[src/rtl/alu_arbiter.sv]
// alu_arbiter: shares one external combinational ALU between two requesters.
// Grants at most one request per cycle (round-robin by default), muxes the
// granted operands onto the ALU and captures the result into a per-port
// response register held until the requester drains it.
// Optional build macro: ALU_ARB_FIXED_PRI_EN selects fixed priority (port 0
// wins contention) instead of round-robin.

module alu_arbiter #(
    parameter int unsigned WIDTH = 32
) (
    input  logic             clk,
    input  logic             reset,

    input  logic             r0_valid,
    output logic             r0_ready,
    input  logic [WIDTH-1:0] r0_a,
    input  logic [WIDTH-1:0] r0_b,
    input  logic [3:0]       r0_f,
    output logic             r0_rsp_valid,
    input  logic             r0_rsp_ready,
    output logic [WIDTH-1:0] r0_rsp_y,
    output logic             r0_rsp_zero,

    input  logic             r1_valid,
    output logic             r1_ready,
    input  logic [WIDTH-1:0] r1_a,
    input  logic [WIDTH-1:0] r1_b,
    input  logic [3:0]       r1_f,
    output logic             r1_rsp_valid,
    input  logic             r1_rsp_ready,
    output logic [WIDTH-1:0] r1_rsp_y,
    output logic             r1_rsp_zero,

    output logic [WIDTH-1:0] alu_a,
    output logic [WIDTH-1:0] alu_b,
    output logic [3:0]       alu_f,
    input  logic [WIDTH-1:0] alu_y,
    input  logic             alu_zero
);

    localparam int unsigned FW = 4;

    logic             elig0;
    logic             elig1;
    logic             gnt0;
    logic             gnt1;

    logic             rsp0_valid_q, rsp0_valid_d;
    logic [WIDTH-1:0] rsp0_y_q,     rsp0_y_d;
    logic             rsp0_zero_q,  rsp0_zero_d;
    logic             rsp1_valid_q, rsp1_valid_d;
    logic [WIDTH-1:0] rsp1_y_q,     rsp1_y_d;
    logic             rsp1_zero_q,  rsp1_zero_d;

`ifndef ALU_ARB_FIXED_PRI_EN
    // Index of the port granted most recently; the other port wins contention.
    logic             last_q, last_d;
`endif

    // A port holding an undrained response cannot accept a new one.
    assign elig0 = r0_valid && (!rsp0_valid_q || r0_rsp_ready);
    assign elig1 = r1_valid && (!rsp1_valid_q || r1_rsp_ready);

    // Grant selection; suppressed while reset is asserted so no handshake is lost.
    always_comb begin
        gnt0 = 1'b0;
        gnt1 = 1'b0;
        if (!reset) begin
            if (elig0 && elig1) begin
`ifdef ALU_ARB_FIXED_PRI_EN
                gnt0 = 1'b1;
`else
                gnt0 = last_q;
                gnt1 = !last_q;
`endif
            end else begin
                gnt0 = elig0;
                gnt1 = elig1;
            end
        end
    end

    assign r0_ready = gnt0;
    assign r1_ready = gnt1;

    // ALU operand mux; drives zeros when nothing is granted.
    always_comb begin
        alu_a = '0;
        alu_b = '0;
        alu_f = FW'(0);
        if (gnt0) begin
            alu_a = r0_a;
            alu_b = r0_b;
            alu_f = r0_f;
        end else if (gnt1) begin
            alu_a = r1_a;
            alu_b = r1_b;
            alu_f = r1_f;
        end
    end

    // Response capture/drain and pointer next-state.
    always_comb begin
        rsp0_valid_d = rsp0_valid_q;
        rsp0_y_d     = rsp0_y_q;
        rsp0_zero_d  = rsp0_zero_q;
        rsp1_valid_d = rsp1_valid_q;
        rsp1_y_d     = rsp1_y_q;
        rsp1_zero_d  = rsp1_zero_q;
`ifndef ALU_ARB_FIXED_PRI_EN
        last_d       = last_q;
`endif
        if (gnt0) begin
            rsp0_valid_d = 1'b1;
            rsp0_y_d     = alu_y;
            rsp0_zero_d  = alu_zero;
        end else if (rsp0_valid_q && r0_rsp_ready) begin
            rsp0_valid_d = 1'b0;
        end
        if (gnt1) begin
            rsp1_valid_d = 1'b1;
            rsp1_y_d     = alu_y;
            rsp1_zero_d  = alu_zero;
        end else if (rsp1_valid_q && r1_rsp_ready) begin
            rsp1_valid_d = 1'b0;
        end
`ifndef ALU_ARB_FIXED_PRI_EN
        if (gnt0) begin
            last_d = 1'b0;
        end else if (gnt1) begin
            last_d = 1'b1;
        end
`endif
    end

    // State registers with synchronous reset.
    always_ff @(posedge clk) begin
        if (reset) begin
            rsp0_valid_q <= 1'b0;
            rsp0_y_q     <= '0;
            rsp0_zero_q  <= 1'b0;
            rsp1_valid_q <= 1'b0;
            rsp1_y_q     <= '0;
            rsp1_zero_q  <= 1'b0;
`ifndef ALU_ARB_FIXED_PRI_EN
            last_q       <= 1'b1;
`endif
        end else begin
            rsp0_valid_q <= rsp0_valid_d;
            rsp0_y_q     <= rsp0_y_d;
            rsp0_zero_q  <= rsp0_zero_d;
            rsp1_valid_q <= rsp1_valid_d;
            rsp1_y_q     <= rsp1_y_d;
            rsp1_zero_q  <= rsp1_zero_d;
`ifndef ALU_ARB_FIXED_PRI_EN
            last_q       <= last_d;
`endif
        end
    end

    assign r0_rsp_valid = rsp0_valid_q;
    assign r0_rsp_y     = rsp0_y_q;
    assign r0_rsp_zero  = rsp0_zero_q;
    assign r1_rsp_valid = rsp1_valid_q;
    assign r1_rsp_y     = rsp1_y_q;
    assign r1_rsp_zero  = rsp1_zero_q;

endmodule

[config.mk]
export PLATFORM = sky130hd
export DESIGN_NAME = alu_arbiter
export DESIGN_NICKNAME = d
export VERILOG_FILES = /design/src/rtl/alu_arbiter.sv
export SDC_FILE = /design/constraint.sdc
export NUM_CORES = 1
export LEC_CHECK = 0
export ABC_AREA = 1
export ABC_CLOCK_PERIOD_IN_PS = 1700
export CAP_MARGIN = 20
export CORE_AREA = 2 2 122 124
export DETAILED_ROUTE_END_ITERATION = 12
export DIE_AREA = 0 0 124 126
export PLACE_DENSITY = 0.69
export SETUP_SLACK_MARGIN = 0.5
export SLEW_MARGIN = 40
export SYNTH_ARGS = -nofsm -noshare
export SYNTH_HDL_FRONTEND = slang
export SYNTH_SLANG_ARGS = --single-unit
[constraint.sdc]
create_clock -name clk -period 1.7 [get_ports clk]
set_input_delay 0.255 -clock clk [delete_from_list [all_inputs] [get_ports clk]]
set_output_delay 0.255 -clock clk [all_outputs]
set_load 0.005 [all_outputs]
## Word level (Yosys, flattened, before mapping)

Cells that the tools add are included.

- Flip-flop bits (word level): 69
- Input port bits: 175
- Output and inout bits: 138
- Word-level logic and storage cells: 36

- Multiplexer cells: 16
- Reduce and logical (&&, ||, !) cells: 13

Operator list:

| kind | count |
|---|---|
| 32-bit two-way mux | 4 |
| 1-bit two-way mux | 10 |
| 4-bit two-way mux | 2 |
| 2-bit nonzero test | 3 |
| 1-bit logical AND | 5 |
| 1-bit zero test | 3 |
| 1-bit logical OR | 2 |

## Logic depth before layout (Yosys ltp)

Gate-level depths: netlist of run 1.

- Depth after elaboration: 8
- Depth in mapped cells: 9
- Depth with buffers taken out: 7

## Worst setup path after synthesis of run 1

No wires, ideal clock.

- Path kind: reg2out
- Start point: register rsp1_valid_q (netlist: r1_rsp_valid)
- End point: output alu_a[12]
- Arrival time: 1.061 ns
- Required time: 1.445 ns
- Slack: 0.384 ns
- Stages on the path, launching flop included: 8
- Buffers on the path: 2
- Path through: dfxtp_1 -> a21boi_2 -> nand2_2 -> nor2_4 -> buf_6 -> buf_6 -> nand2_1 -> nand2_1

- Longest elaborated chain between the ends: 8
- Elaborated cells on any way between the ends: 10
- Those cells by class: mux: 6; reduce/logical: 4

RTL lines:

| item | RTL line | RTL |
|---|---|---|
| from (decl) | 51 | `logic rsp1_valid_q, rsp1_valid_d;` |
| from (signal assigned) | 152 | `rsp1_valid_q <= rsp1_valid_d;` |
| 1-bit zero test * | 62 | `assign elig1 = r1_valid && (!rsp1_valid_q \|\| r1_rsp_ready);` |
| 1-bit logical OR * | 62 |  |
| 1-bit logical AND * | 62 |  |
| 1-bit logical AND | 69 | `if (elig0 && elig1) begin` |
| 1-bit two-way mux | 69 |  |
| 1-bit two-way mux | 68 | `if (!reset) begin` |
| 32-bit two-way mux | 95 | `end else if (gnt1) begin` |
| 32-bit two-way mux * | 91 | `if (gnt0) begin` |
| to (decl) | 34 | `output logic [WIDTH-1:0] alu_a,` |

Mark *: on every way between the ends. The rest lies on a longest branch, timed or not.

## Final worst setup path of run 1

- Start point: register rsp0_valid_q (netlist: r0_rsp_valid)
- End point: output alu_b[27]

- Longest elaborated chain between the ends: 8
- Elaborated cells on any way between the ends: 10
- Those cells by class: mux: 6; reduce/logical: 4

RTL lines:

| item | RTL line | RTL |
|---|---|---|
| from (decl) | 48 | `logic rsp0_valid_q, rsp0_valid_d;` |
| from (signal assigned) | 149 | `rsp0_valid_q <= rsp0_valid_d;` |
| 1-bit zero test * | 61 | `assign elig0 = r0_valid && (!rsp0_valid_q \|\| r0_rsp_ready);` |
| 1-bit logical OR * | 61 |  |
| 1-bit logical AND * | 61 |  |
| 1-bit logical AND | 69 |  |
| 1-bit two-way mux | 69 |  |
| 1-bit two-way mux | 68 |  |
| 32-bit two-way mux | 95 |  |
| 32-bit two-way mux * | 91 |  |
| to (decl) | 35 | `output logic [WIDTH-1:0] alu_b,` |

Marks and branches as above.

==> run metrics, run 1 <==
outcome complete, but fails checks; failing checks setup timing; RSZ-0062 raised after global routing true; fin crit share 1.210; Mapped Area a little under 4000 µm²; First-pass DRT Iterations 5; R2R depth 14; Root Driver clkbuf_16; xor/xnor share of the synthesized area 0; hold path depth 4; Critical Path Max Stage Delay about 0.35 ns; clk_lat worst skew 0.33 ns; Non-Filler Instances 1260; metal2 WL 11.64 mm; CTS tree built; P_leak between 4 and 5 nW; Synth Area in Compound Gates 0.005356; placed insts 1147; relative max-transition margin 0.7050; max cap viols 0; largest net degree at the start of global routing 38; Port Buffer Count between 300 and 400; gpl congestion 0.8440; core area 14310 µm²; final antenna-violating net count 0; register area share after synthesis 0.3478; post-route clock skew around 0.005 ns; Num Clock Sinks between 60 and 70; antenna violations before repair 5; via/cell ratio 4.616; Power Density approximately 660 nW/µm²; reg2reg start r0_rsp_valid; Slowest-stage cell, CP dfxtp_2; Power, Total around 0.0063 W; Met1 Routed Length just over 8 mm; fmax between 400 and 500 MHz; Post-Synthesis Cells 668; HP Class in -> reg; mux share of post-synthesis cell area 0; Yosys reg bits 69; total wire length roughly 23 mm; syn_area_per_cell between 5 and 6 µm²; Worst Hold Launch r0_rsp_ready; uppermost layer routed met5; simple-gate portion of the synthesized area 0.4890; Period minus WS final 2.057 ns; critical path startpoint category flop; flop-to-flop setup slack -0.12 ns; share of layout cells above drive strength 1 0.3489; CP most frequent cell buf_6; CTS max path bufs 2; drt wl/cell 17.92 µm; Worst-path clk slew ~0.06 ns; HPWL after detailed placement 13.27 mm; Cell Rows 44; die width 124 µm; vias around 5800; area delta synth->final 140.6%; Max VDD drop about 0.65 mV; Hold Path End r0_rsp_valid; largest family of logic cells by synthesized area simple AND/OR/NAND/NOR gates; final hold viol count 0; initial core utilization 0.2774; GRT Util Overall 0.2500; Required @ worst endpoint 1.44 ns; Worst EP arrival 1.80 ns; Crit Path Max Fanout 5; worst-path cell chain nand2_4, nand3_2, nand2_2, nor2_4, buf_6, buf_6, buf_6, buf_6, buf_16, nand2_4, nand2_1, buf_2; met3 routed WL 2.024 mm; Synthesized Nets approximately 840; CP Class reg -> out; vias in the first global route roughly 5200; grt ovf 0; Worst Tran Pin Value 0.4425 ns; Synth Warn # 0; first-pass GRT wire length 29.31 mm; DRC 0; Worst Slack Setup Final -0.3571 ns; endpoint type of the worst setup path output port; I/O pin count around 310; Synth Area in Adders 0; total clock buffers created by CTS 9; die span in y approximately 130 µm; final core utilization 0.6675; Die Area between 15000 and 20000 µm²; Slew Limit Fails 0; worst hold slack roughly 0.35 ns; pre-CTS setup slack -0.8049 ns; Yosys cell types 18; worst reg2reg endpoint r0_rsp_y[30]; final setup vio count around 100; final net count between 1000 and 1500; H-tree depth 3; Initial DRC Count approximately 200
-- critical path, delay by kind of cell (launching register included) --
kind                   cells  cell delay [ns]
buffers and inverters      6             0.65
and+or+nand+nor            6             0.46
DFF                        1             0.35
-- final cells by class --
| type | instances | area [µm²] |
|---|---|---|
| Clock buffer | 13 | 280.3 |
| Tap cell | 184 | 230.2 |
| Antenna cell | 4 | 10.01 |
| Inverter | 71 | 266.5 |
| Sequential cell | 69 | 1388 |
| Fill cell | 1225 | 4760 |
| Multi-Input combinational cell | 482 | 2594 |
| Clock inverter | 3 | 65.06 |
| Timing Repair Buffer | 434 | 4721 |
-- logic make-up after synthesis --
family                 Yosys count
buffers and inverters          117
AO/OA/AOI/OAI                    3
AND/OR/NAND/NOR                479
flip-flops                      69
-- through the flow --
step	setup TNS (ns)	instance area (µm²)
floorplan	0	3976
global placement	-65.31	7307
detailed placement	-67.37	7307
finish	-20.44	9554
global route	-28.33	9549
CTS	-18.23	8787
-- cell usage in the layout, fill, tap and decap left out --
cell type | synthesis | final
a21boi_4 | 0 | 1
a21oi_2 | 0 | 1
buf_12 | 0 | 20
buf_16 | 0 | 20
buf_2 | 12 | 48
buf_4 | 6 | 32
buf_6 | 20 | 48
buf_8 | 0 | 7
bufinv_16 | 0 | 2
clkbuf_16 | 0 | 20
clkbuf_2 | 0 | 8
clkbuf_8 | 0 | 4
clkdlybuf4s15_1 | 0 | 12
clkdlybuf4s50_1 | 0 | 169
clkinv_1 | 1 | 1
clkinv_2 | 0 | 1
dfxtp_1 | 69 | 64
dfxtp_2 | 0 | 5
diode_2 | 0 | 4
dlygate4sd2_1 | 0 | 59
inv_1 | 69 | 68
inv_2 | 1 | 2
nand2_1 | 273 | 162
nand2_2 | 2 | 79
nand2_4 | 0 | 32
nand2_8 | 0 | 2
nand3_1 | 103 | 84
nand3_2 | 0 | 19
nor2_1 | 99 | 79
nor2_2 | 1 | 20
nor2_4 | 1 | 2
o21ai_2 | 0 | 1
-- power by group --
part / leakage [nW] / internal [W] / switching, W / total, W
sequential: 0.572 / 0.00176 / 0.0000670 / 0.00183
combinational: 4.21 / 0.00134 / 0.000977 / 0.00231
clock: 0.172 / 0.00144 / 0.000697 / 0.00214
total: 4.96 / 0.00454 / 0.00174 / 0.00628
-- per-layer routing --
layer	GRT usage	up-vias
li1	-	2828
met1	0.2648	2670
met2	0.4564	262
met3	0.07609	54
met4	0.09716	2
met5	0	-
-- worst max path at each step --
stage / startpoint / end / slack (ns)
6_report: r0_rsp_valid / alu_b[27] / -0.36
5_1_grt: r0_rsp_valid / alu_b[22] / -0.46
4_1_cts: r1_rsp_valid / alu_a[6] / -0.33
3_5_place_dp: r1_rsp_ready / alu_f[0] / -0.80
3_3_place_gp: r1_rsp_ready / alu_f[0] / -0.79
2_1_floorplan: r1_rsp_valid / alu_a[12] / 0.39
-- flip-flops by register name, indices dropped and copies added, names as in the netlist --
signal	flops
r0_rsp_valid	1
r1_rsp_zero	1
r0_rsp_y	32
r1_rsp_y	32
last_q	1
r1_rsp_valid	1
r0_rsp_zero	1
-- cells in the mapped netlist --
master | n | area share
a21boi_2 | 1 | 0.0028
a21oi_1 | 1 | 0.0013
buf_1 | 1 | 0.00094
buf_2 | 12 | 0.015
buf_4 | 6 | 0.011
buf_6 | 20 | 0.057
clkbuf_1 | 7 | 0.0066
clkinv_1 | 1 | 0.00094
dfxtp_1 | 69 | 0.35
inv_1 | 69 | 0.065
inv_2 | 1 | 0.00094
nand2_1 | 273 | 0.26
nand2_2 | 2 | 0.0032
nand3_1 | 103 | 0.13
nor2_1 | 99 | 0.094
nor2_2 | 1 | 0.0016
nor2_4 | 1 | 0.0028
o21ai_0 | 1 | 0.0013
-- repair_timing --
action	in CTS	in global routing
pin swaps	27	32
buffers inserted	49	15
gates cloned	18	11
gates resized for setup	482	171
hold endpoints to repair	0	0
endpoints found under the setup margin	207	155
hold buffers	0	0
No activity file was read; power rests on OpenSTA's default activity.
==> run 2, diff against run 1 <==
--- a/config.mk
+++ b/config.mk
@@ -13,7 +13,6 @@
 export DIE_AREA = 0 0 124 126
 export PLACE_DENSITY = 0.69
 export SETUP_SLACK_MARGIN = 0.5
-export SLEW_MARGIN = 40
 export SYNTH_ARGS = -nofsm -noshare
 export SYNTH_HDL_FRONTEND = slang
 export SYNTH_SLANG_ARGS = --single-unit
==> results of run 2 <==
Final layout, timing and power as in run 1 (identical DEF).
